===== config.mk =====
export PLATFORM = sky130hd
export DESIGN_NAME = mem_arbiter
export DESIGN_NICKNAME = d
export VERILOG_FILES = /design/src/rtl/mem_arbiter.sv
export SDC_FILE = /design/constraint.sdc
export NUM_CORES = 1
export LEC_CHECK = 0
export ABC_AREA = 1
export CORE_AREA = 5 5 105 107
export CTS_CLUSTER_DIAMETER = 120
export DETAILED_ROUTE_END_ITERATION = 10
export DIE_AREA = 0 0 110 112
export PLACE_DENSITY = 0.71
export SLEW_MARGIN = 5
export SYNTH_ARGS = -nofsm -noshare
export SYNTH_HDL_FRONTEND = slang
export SYNTH_SLANG_ARGS = --single-unit

===== constraint.sdc =====
create_clock -name clk -period 5.25 [get_ports clk]
set_input_delay 1.575 -clock clk [delete_from_list [all_inputs] [get_ports clk]]
set_output_delay 1.575 -clock clk [all_outputs]
set_load 0.01 [all_outputs]

===== src/rtl/mem_arbiter.sv =====
// mem_arbiter: shares the single-port unified memory between the fetch stage (instruction
// port) and the load/store unit (data port). One access is outstanding at a time. Read data
// is returned to the owning requester MEM_LATENCY cycles after the grant. A fetch redirect
// (if_flush) discards the response of an outstanding fetch.
//
// Optional feature macro: MEM_ARB_STARVE_GUARD_EN
//   defined   -> starvation counter; fetch wins once it has lost STARVE_LIMIT arbitrations in a row
//   undefined -> strict LSU priority; fetch is granted only when lsu_req is low
//
// Parameters:
//   MEM_LATENCY  - cycles from mem_req to valid mem_rdata (1..4)
//   STARVE_LIMIT - lost arbitrations before fetch is forced to win (1..15)
// Ports:
//   clk, rst                         - clock, synchronous active-high reset
//   if_req/if_addr/if_flush          - fetch read request, word address, redirect
//   if_gnt/if_rvalid/if_rdata        - fetch grant, response pulse, instruction
//   lsu_req/we/addr/wdata/be         - LSU request and command fields
//   lsu_gnt/lsu_rvalid/lsu_rdata     - LSU grant, response pulse, load data (0 for stores)
//   mem_req/we/addr/wdata/be         - memory command, valid in the grant cycle only
//   mem_rdata                        - memory read data
module mem_arbiter #(
    parameter int unsigned MEM_LATENCY  = 1,
    parameter int unsigned STARVE_LIMIT = 4
) (
    input  logic        clk,
    input  logic        rst,
    input  logic        if_req,
    input  logic [31:0] if_addr,
    input  logic        if_flush,
    output logic        if_gnt,
    output logic        if_rvalid,
    output logic [31:0] if_rdata,
    input  logic        lsu_req,
    input  logic        lsu_we,
    input  logic [31:0] lsu_addr,
    input  logic [31:0] lsu_wdata,
    input  logic [3:0]  lsu_be,
    output logic        lsu_gnt,
    output logic        lsu_rvalid,
    output logic [31:0] lsu_rdata,
    output logic        mem_req,
    output logic        mem_we,
    output logic [31:0] mem_addr,
    output logic [31:0] mem_wdata,
    output logic [3:0]  mem_be,
    input  logic [31:0] mem_rdata
);

    // Elaboration-time legality checks on the parameters.
    if (MEM_LATENCY == 0 || MEM_LATENCY > 4) begin : gen_bad_latency
        $error("mem_arbiter: MEM_LATENCY must be 1..4");
    end
    if (STARVE_LIMIT == 0 || STARVE_LIMIT > 15) begin : gen_bad_starve_limit
        $error("mem_arbiter: STARVE_LIMIT must be 1..15");
    end

    typedef enum logic [0:0] {StIdle, StBusy} state_e;

    state_e      state_q;
    logic        owner_lsu_q;  // 1: LSU owns the outstanding access, 0: fetch
    logic        store_q;      // outstanding LSU access is a store
    logic        cancel_q;     // outstanding fetch response is to be dropped
    logic [2:0]  cnt_q;        // cycles left until the response returns

    logic resp;        // response of the outstanding access returns this cycle
    logic arb;         // arbitration allowed this cycle
    logic starve_hit;  // fetch overrides LSU priority this cycle
    logic if_win;
    logic lsu_win;

`ifdef MEM_ARB_STARVE_GUARD_EN
    logic [3:0] starve_cnt;

    always_comb begin
        starve_hit = if_req && lsu_req && (starve_cnt >= 4'(STARVE_LIMIT));
    end

    always_ff @(posedge clk) begin
        if (rst) begin
            starve_cnt <= 4'd0;
        end else if (if_win) begin
            starve_cnt <= 4'd0;
        end else if (lsu_win && if_req && starve_cnt != 4'd15) begin
            starve_cnt <= starve_cnt + 4'd1;
        end
    end
`else
    always_comb begin
        starve_hit = 1'b0;
    end
`endif

    always_comb begin
        resp    = (state_q == StBusy) && (cnt_q == 3'd1);
        arb     = !rst && ((state_q == StIdle) || resp);
        lsu_win = arb && lsu_req && !starve_hit;
        if_win  = arb && if_req && (!lsu_req || starve_hit);
    end

    always_ff @(posedge clk) begin
        if (rst) begin
            state_q     <= StIdle;
            owner_lsu_q <= 1'b0;
            store_q     <= 1'b0;
            cancel_q    <= 1'b0;
            cnt_q       <= 3'd0;
        end else if (if_win || lsu_win) begin
            // New grant; may overlap the response cycle of the previous access.
            state_q     <= StBusy;
            owner_lsu_q <= lsu_win;
            store_q     <= lsu_win && lsu_we;
            cancel_q    <= if_win && if_flush;
            cnt_q       <= 3'(MEM_LATENCY);
        end else if (resp) begin
            state_q     <= StIdle;
            owner_lsu_q <= 1'b0;
            store_q     <= 1'b0;
            cancel_q    <= 1'b0;
            cnt_q       <= 3'd0;
        end else if (state_q == StBusy) begin
            cnt_q <= cnt_q - 3'd1;
            if (!owner_lsu_q && if_flush) begin
                cancel_q <= 1'b1;
            end
        end
    end

    always_comb begin
        if_gnt  = if_win;
        lsu_gnt = lsu_win;

        // A redirect in the response cycle itself also drops the stale fetch word.
        if_rvalid  = !rst && resp && !owner_lsu_q && !cancel_q && !if_flush;
        if_rdata   = if_rvalid ? mem_rdata : 32'd0;
        lsu_rvalid = !rst && resp && owner_lsu_q;
        lsu_rdata  = (lsu_rvalid && !store_q) ? mem_rdata : 32'd0;

        mem_req   = 1'b0;
        mem_we    = 1'b0;
        mem_addr  = 32'd0;
        mem_wdata = 32'd0;
        mem_be    = 4'd0;
        if (lsu_win) begin
            mem_req   = 1'b1;
            mem_we    = lsu_we;
            mem_addr  = lsu_addr;
            mem_wdata = lsu_wdata;
            mem_be    = lsu_be;
        end else if (if_win) begin
            mem_req   = 1'b1;
            mem_addr  = if_addr;
            mem_be    = 4'hF;
        end
    end

endmodule


# [Word level (Yosys, flattened, before mapping)]
# Index checks and enable logic that the tools add are counted.
[classes] addsub=1 n_eq_ne=1 muxes=21 bitwise_logic=1 reduce_logical=27
[ops] cell="$mux W32" n=5
[ops] cell="$logic_and A1 B1 Y1" n=14
[ops] cell="$mux W1" n=14
[ops] cell="$mux W4" n=2
[ops] cell="$logic_not A1 Y1" n=6
[ops] cell="$reduce_bool A3 Y1" n=2
[ops] cell="$eq A3 B1 Y1 const B" n=1
[ops] cell="$reduce_or A3 Y1" n=1
[ops] cell="$sub A3 B1 Y3 const B" n=1
[ops] cell="$logic_or A1 B1 Y1" n=2
[ops] cell="$reduce_and A2 Y1" n=1
[ops] cell="$reduce_bool A2 Y1" n=1
[ops] cell="$not A1 Y1" n=1
[totals] ff_bits=7 input_bits=138 output_inout_bits=138 wordCells=57

# [Logic depth before layout (Yosys ltp)]
[depth] ltp_word=9 depth_mapped=9

# [Least setup slack after synthesis]
# OpenSTA, ideal clock, no wires.
[synth_timing] path_type="input-to-output" startpoint="in rst" endpoint="out lsu_rdata[10]" arrival_time_ps=2397 path_slack_ps=1278 path_stages=6 path_buffers=1 path_cell_list="inv_2 > nand2_1 > nor2_2 > nand2_1 > buf_2 > nor2_1"
[synth_via] elab_chain_len=5
[synth_lines] element="start: declaration" line_no="26" text="input logic rst,"
[synth_lines] element="$logic_not A1 Y1" line_no="135" text="lsu_rvalid = !rst && resp && owner_lsu_q;"
[synth_lines] element="$logic_and A1 B1 Y1 (2 in series)" line_no="135"
[synth_lines] element="net lsu_rvalid" line_no="39" text="output logic lsu_rvalid,"
[synth_lines] element="$logic_and A1 B1 Y1" line_no="136" text="lsu_rdata = (lsu_rvalid && !store_q) ? mem_rdata : 32'd0;"
[synth_lines] element="$mux W32" line_no="136"
[synth_lines] element="end: declaration" line_no="40" text="output logic [31:0] lsu_rdata,"
# The timed path passes the listed nets, and every way through them passes these cells.

# [Worst setup path in the final report]
[layout_timing] startpoint="in rst" endpoint="out if_rdata[31]"
[layout_via] elab_chain_len=6
[layout_lines] element="$logic_not A1 Y1" line_no="133" text="if_rvalid = !rst && resp && !owner_lsu_q && !cancel_q && !if_flush;"
[layout_lines] element="$logic_and A1 B1 Y1 (4 in series)" line_no="133"
[layout_lines] element="$mux W32" line_no="134" text="if_rdata = if_rvalid ? mem_rdata : 32'd0;"
[layout_lines] element="end: declaration" line_no="32" text="output logic [31:0] if_rdata,"
# No other way between the ends.

==> metrics.txt <==
# TYPE chip_impl_metric gauge
chip_impl_metric{name="fp.dieArea",unit="um2"} 12300
chip_impl_metric{name="synth-seq-area-share",unit="%"} 9.36
chip_impl_metric{name="grt_overflow_total",unit=""} 0
chip_impl_metric{name="finalNonFillerCells",unit=""} 748
chip_impl_info{name="synth.most_common_cell",value="nand2_1"} 1
chip_impl_metric{name="critical_path.max_fanout",unit=""} 33
chip_impl_metric{name="total_number_of_nets_in_the_final_design",unit=""} 753
chip_impl_metric{name="drv.max_cap_violation_count",unit=""} 0
chip_impl_metric{name="slew_headroom",unit="%"} 71.7
chip_impl_metric{name="detailedPlacementHpwl",unit="um"} 8160
chip_impl_metric{name="fmax",unit="MHz"} 200
chip_impl_metric{name="syn-instance-count",unit=""} 342
chip_impl_metric{name="synth_simple_gate_area_share",unit="%"} 60.8
chip_impl_metric{name="grt_pass1_vias",unit=""} 2919
chip_impl_metric{name="insertion_delay",unit="ns"} 0.23
chip_impl_metric{name="clock_sinks",unit=""} 7
chip_impl_metric{name="synth.distinct_cells",unit=""} 20
chip_impl_metric{name="power.static_leakage",unit="nW"} 2.13
chip_impl_metric{name="die_y",unit="um"} 112
chip_impl_metric{name="grt_max_degree",unit=""} 38
chip_impl_info{name="critical_path.slowest_cell",value="clkdlybuf4s50_1"} 1
chip_impl_metric{name="postSynth.asyncResetShare",unit="%"} 0
chip_impl_metric{name="place_congestion",unit=""} 0.884
chip_impl_metric{name="synth_area",unit="um2"} 1500
chip_impl_metric{name="powerDensity",unit="nW/um2"} 93.7
chip_impl_metric{name="ys_ff_latch",unit=""} 7
chip_impl_info{name="crit-reg2reg-launch",value="cnt_q[1]"} 1
chip_impl_info{name="cp_cell_sequence",value="clkdlybuf4s50_1 -> inv_2 -> nand2_1 -> nor2_1 -> nand3_2 -> buf_4 -> nor2_1 -> clkdlybuf4s50_1"} 1
chip_impl_metric{name="cts_htree_levels",unit=""} 1
chip_impl_metric{name="postCtsSetupRepairBufs",unit=""} 0
chip_impl_info{name="synth_top_cell_by_area",value="nand2_1"} 1
chip_impl_metric{name="areaGrowthSynthToFinish",unit="%"} 198
chip_impl_metric{name="synthesis.yosys.warnings",unit=""} 0
chip_impl_metric{name="drc_errors",unit=""} 0
chip_impl_metric{name="wire_per_inst",unit="um"} 12.2
chip_impl_metric{name="crit_required",unit="ns"} 3.68
chip_impl_metric{name="boundaryPins",unit=""} 276
chip_impl_metric{name="cp_slowest_stage_delay",unit="ns"} 0.55
chip_impl_metric{name="dpl.cell_count",unit=""} 744
chip_impl_metric{name="hold_viol",unit=""} 0
chip_impl_metric{name="setup_viol_count_final",unit=""} 0
chip_impl_metric{name="grt.total_usage",unit="%"} 13.7
chip_impl_metric{name="first_pass_iteration_count_of_the_detailed_router",unit=""} 4
chip_impl_metric{name="cts_hold_buffers",unit=""} 0
chip_impl_info{name="netlist_top_cells_area",value="nand2_1 29%, nor2_1 26%, inv_1 19%"} 1
chip_impl_metric{name="final_antenna_net_count",unit=""} 0
chip_impl_metric{name="post_synth_mux_area_share",unit="%"} 0
chip_impl_metric{name="initial_core_util",unit="%"} 14.9
chip_impl_info{name="critical_path.reg2reg.endpoint",value="cnt_q[1]"} 1
chip_impl_metric{name="number_of_enable_type_register_cells_in_the_synthesized_netlist",unit=""} 0
chip_impl_metric{name="fillerInstances",unit=""} 1028
chip_impl_metric{name="antenna_found_initial",unit=""} 0
chip_impl_info{name="timing.hold.worst.class",value="reg -> reg"} 1
chip_impl_metric{name="syn_nets",unit=""} 482
chip_impl_metric{name="cts-buffers-inserted",unit=""} 3
chip_impl_metric{name="yosys.area.top_type_share",unit="%"} 28.6
chip_impl_metric{name="clk_pin_slew",unit="ns"} 0.04
chip_impl_metric{name="route.vias.total",unit=""} 2861
chip_impl_metric{name="final_max_slew_viol_count",unit=""} 0
chip_impl_metric{name="clock_skew",unit="ns"} 0.00178
chip_impl_metric{name="synth_compound_gate_area_share",unit="%"} 2.51
chip_impl_info{name="crit_family",value="buffers and inverters"} 1
chip_impl_metric{name="hold_path_depth",unit=""} 2
chip_impl_metric{name="totalPowerFinal",unit="mW"} 0.418
chip_impl_metric{name="syn-mean-instance-area",unit="um2"} 4.38
chip_impl_metric{name="worst_r2r_setup_slack",unit="ns"} 3.47
chip_impl_info{name="worst_setup_path_start_kind",value="primary input"} 1
chip_impl_info{name="setup.worst_path.class",value="in -> out"} 1
chip_impl_metric{name="core_area",unit="um2"} 10000
chip_impl_metric{name="max_slew.worst_pin.slew",unit="ns"} 0.423
chip_impl_metric{name="max-clock-path-buffers",unit=""} 2
chip_impl_metric{name="grt_pass1_wl",unit="um"} 13700
chip_impl_info{name="main_combinational_cell_family_by_area_after_synthesis",value="simple AND/OR/NAND/NOR gates"} 1
chip_impl_metric{name="layout_cells_sized_above_1",unit="%"} 3.43
chip_impl_info{name="cts-root-buf",value="clkbuf_8"} 1
chip_impl_metric{name="wl",unit="um"} 9140
chip_impl_metric{name="antenna_cells_inserted",unit=""} 0
chip_impl_metric{name="port_buffers",unit=""} 275
chip_impl_metric{name="cts_resized",unit=""} 0
chip_impl_metric{name="final_worst_hold_slack",unit="ns"} 0.513
chip_impl_metric{name="drt-vias-per-instance",unit=""} 3.82
chip_impl_metric{name="yosys.area_share.adder",unit="%"} 1.67
chip_impl_metric{name="yosys.area_share.xor_xnor",unit="%"} 0.585
chip_impl_metric{name="layout_min_cycle_time",unit="ns"} 5.00
chip_impl_metric{name="num_rows",unit=""} 37
chip_impl_metric{name="timing.reg2reg.worst_path_depth",unit=""} 10
chip_impl_metric{name="drtIter0Drc",unit=""} 145
chip_impl_info{name="synth.top_cells.by_count",value="114 x nand2_1, 104 x nor2_1, 76 x inv_1"} 1
chip_impl_info{name="end_kind",value="output pin"} 1
chip_impl_info{name="hold_path_startpoint",value="store_q"} 1
chip_impl_metric{name="worst-endpoint-arrival",unit="ns"} 3.43
chip_impl_info{name="dominant_synthesized_flop_cell",value="dfxtp_1"} 1
chip_impl_metric{name="finalSetupTns",unit="ns"} 0
chip_impl_metric{name="chipWidth",unit="um"} 110
chip_impl_info{name="hold_end",value="store_q"} 1
chip_impl_info{name="cts_tree",value="done"} 1
chip_impl_info{name="outcome",value="finished, final reports clean"} 1
chip_impl_metric{name="vdd.ir_drop.worst",unit="V"} 0.0000662
chip_impl_metric{name="post-route-period-util",unit="%"} 95.3
chip_impl_metric{name="path_buf_inv",unit=""} 4
chip_impl_info{name="rsz0062_at_grt",value="no"} 1
==> through the flow <==
| step | setup slack [ns] | util [%] | cell area, um2 |
|---|---|---|---|
| 4_1_cts | 0.248 | 44.4 | 4460 |
| 3_3_place_gp | 0.271 | 44.0 | 4420 |
| 6_report | 0.247 | 44.4 | 4460 |
| 5_1_grt | 0.107 | 44.4 | 4460 |
| 3_5_place_dp | 0.251 | 44.0 | 4420 |
| 2_1_floorplan | 1.28 | - | 1500 |
==> flip-flops by register name (all words and copies together) (netlist names) <==
name,flops
cnt_q,3
cancel_q,1
owner_lsu_q,1
state_q,1
store_q,1
==> worst reg2reg max path, stage by stage (launching register included) <==
cell	delay (ns)
dfxtp_1	0.32
inv_1	0.06
ha_1	0.18
nand2_2	0.12
nand2_2	0.13
nand3_4	0.09
buf_4	0.32
nand2_1	0.14
nor2_1	0.17
nand2_1	0.10
nor2_1	0.08
==> cells by family after synthesis <==
| logic type | after synthesis |
|---|---|
| buffers and inverters | 96 |
| AOI/OAI and AO/OA | 7 |
| DFF | 7 |
| adders and majority gates | 2 |
| and+or+nand+nor | 229 |
| xor gates and xnor gates | 1 |
==> cell usage in the layout, fill, tap and decap left out, drive strengths merged <==
| master | n |
|---|---|
| clkdlybuf4s50 | 275 |
| xor2 | 1 |
| ha | 2 |
| clkbuf | 4 |
| dfxtp | 7 |
| o21ai | 4 |
| nand3 | 4 |
| inv | 81 |
| nand4 | 3 |
| o211ai | 1 |
| a21oi | 2 |
| nand2 | 116 |
| buf | 6 |
| nor2 | 106 |
==> area by class of cell <==
| class | count | area, um2 | share of cell area, % |
|---|---|---|---|
| inverter | 81 | 304 | 6.81 |
| timing repair buffer | 281 | 2820 | 63.2 |
| multi-input combinational | 239 | 982 | 22.0 |
| tap | 136 | 170 | 3.81 |
| sequential | 7 | 140 | 3.14 |
| clock buffer | 4 | 45.0 | 1.01 |
==> routing by layer <==
metal  part of all wire, %  vias to the layer above  wire [um]  GRT usage [%]
met2                    52                      162       4710           26.3
met4                   1.1                        0         97           2.41
met1                    35                     1199       3170           13.8
met3                    13                        9       1170           5.04
li1                      -                     1491          -              -
met5                     0                        -          0              0
==> report_power, final <==
part	internal (mW)	switching, mW
Sequential	0.0585	0.00356
Combinational	0.173	0.107
Clock	0.0525	0.0237
Total	0.284	0.134
==> how the worst max path moves through the flow <==
stage	start	endpoint	slack [ns]	depth (start not counted)
after global placement	rst	if_rdata[9]	0.27	8
after global routing	rst	lsu_rdata[16]	0.11	8
after floorplan	rst	lsu_rdata[10]	1.28	6
final	rst	if_rdata[31]	0.25	8
after CTS	rst	if_rdata[18]	0.25	8
after detailed placement	rst	if_rdata[18]	0.25	8
Power figures use the tool's default switching activity.
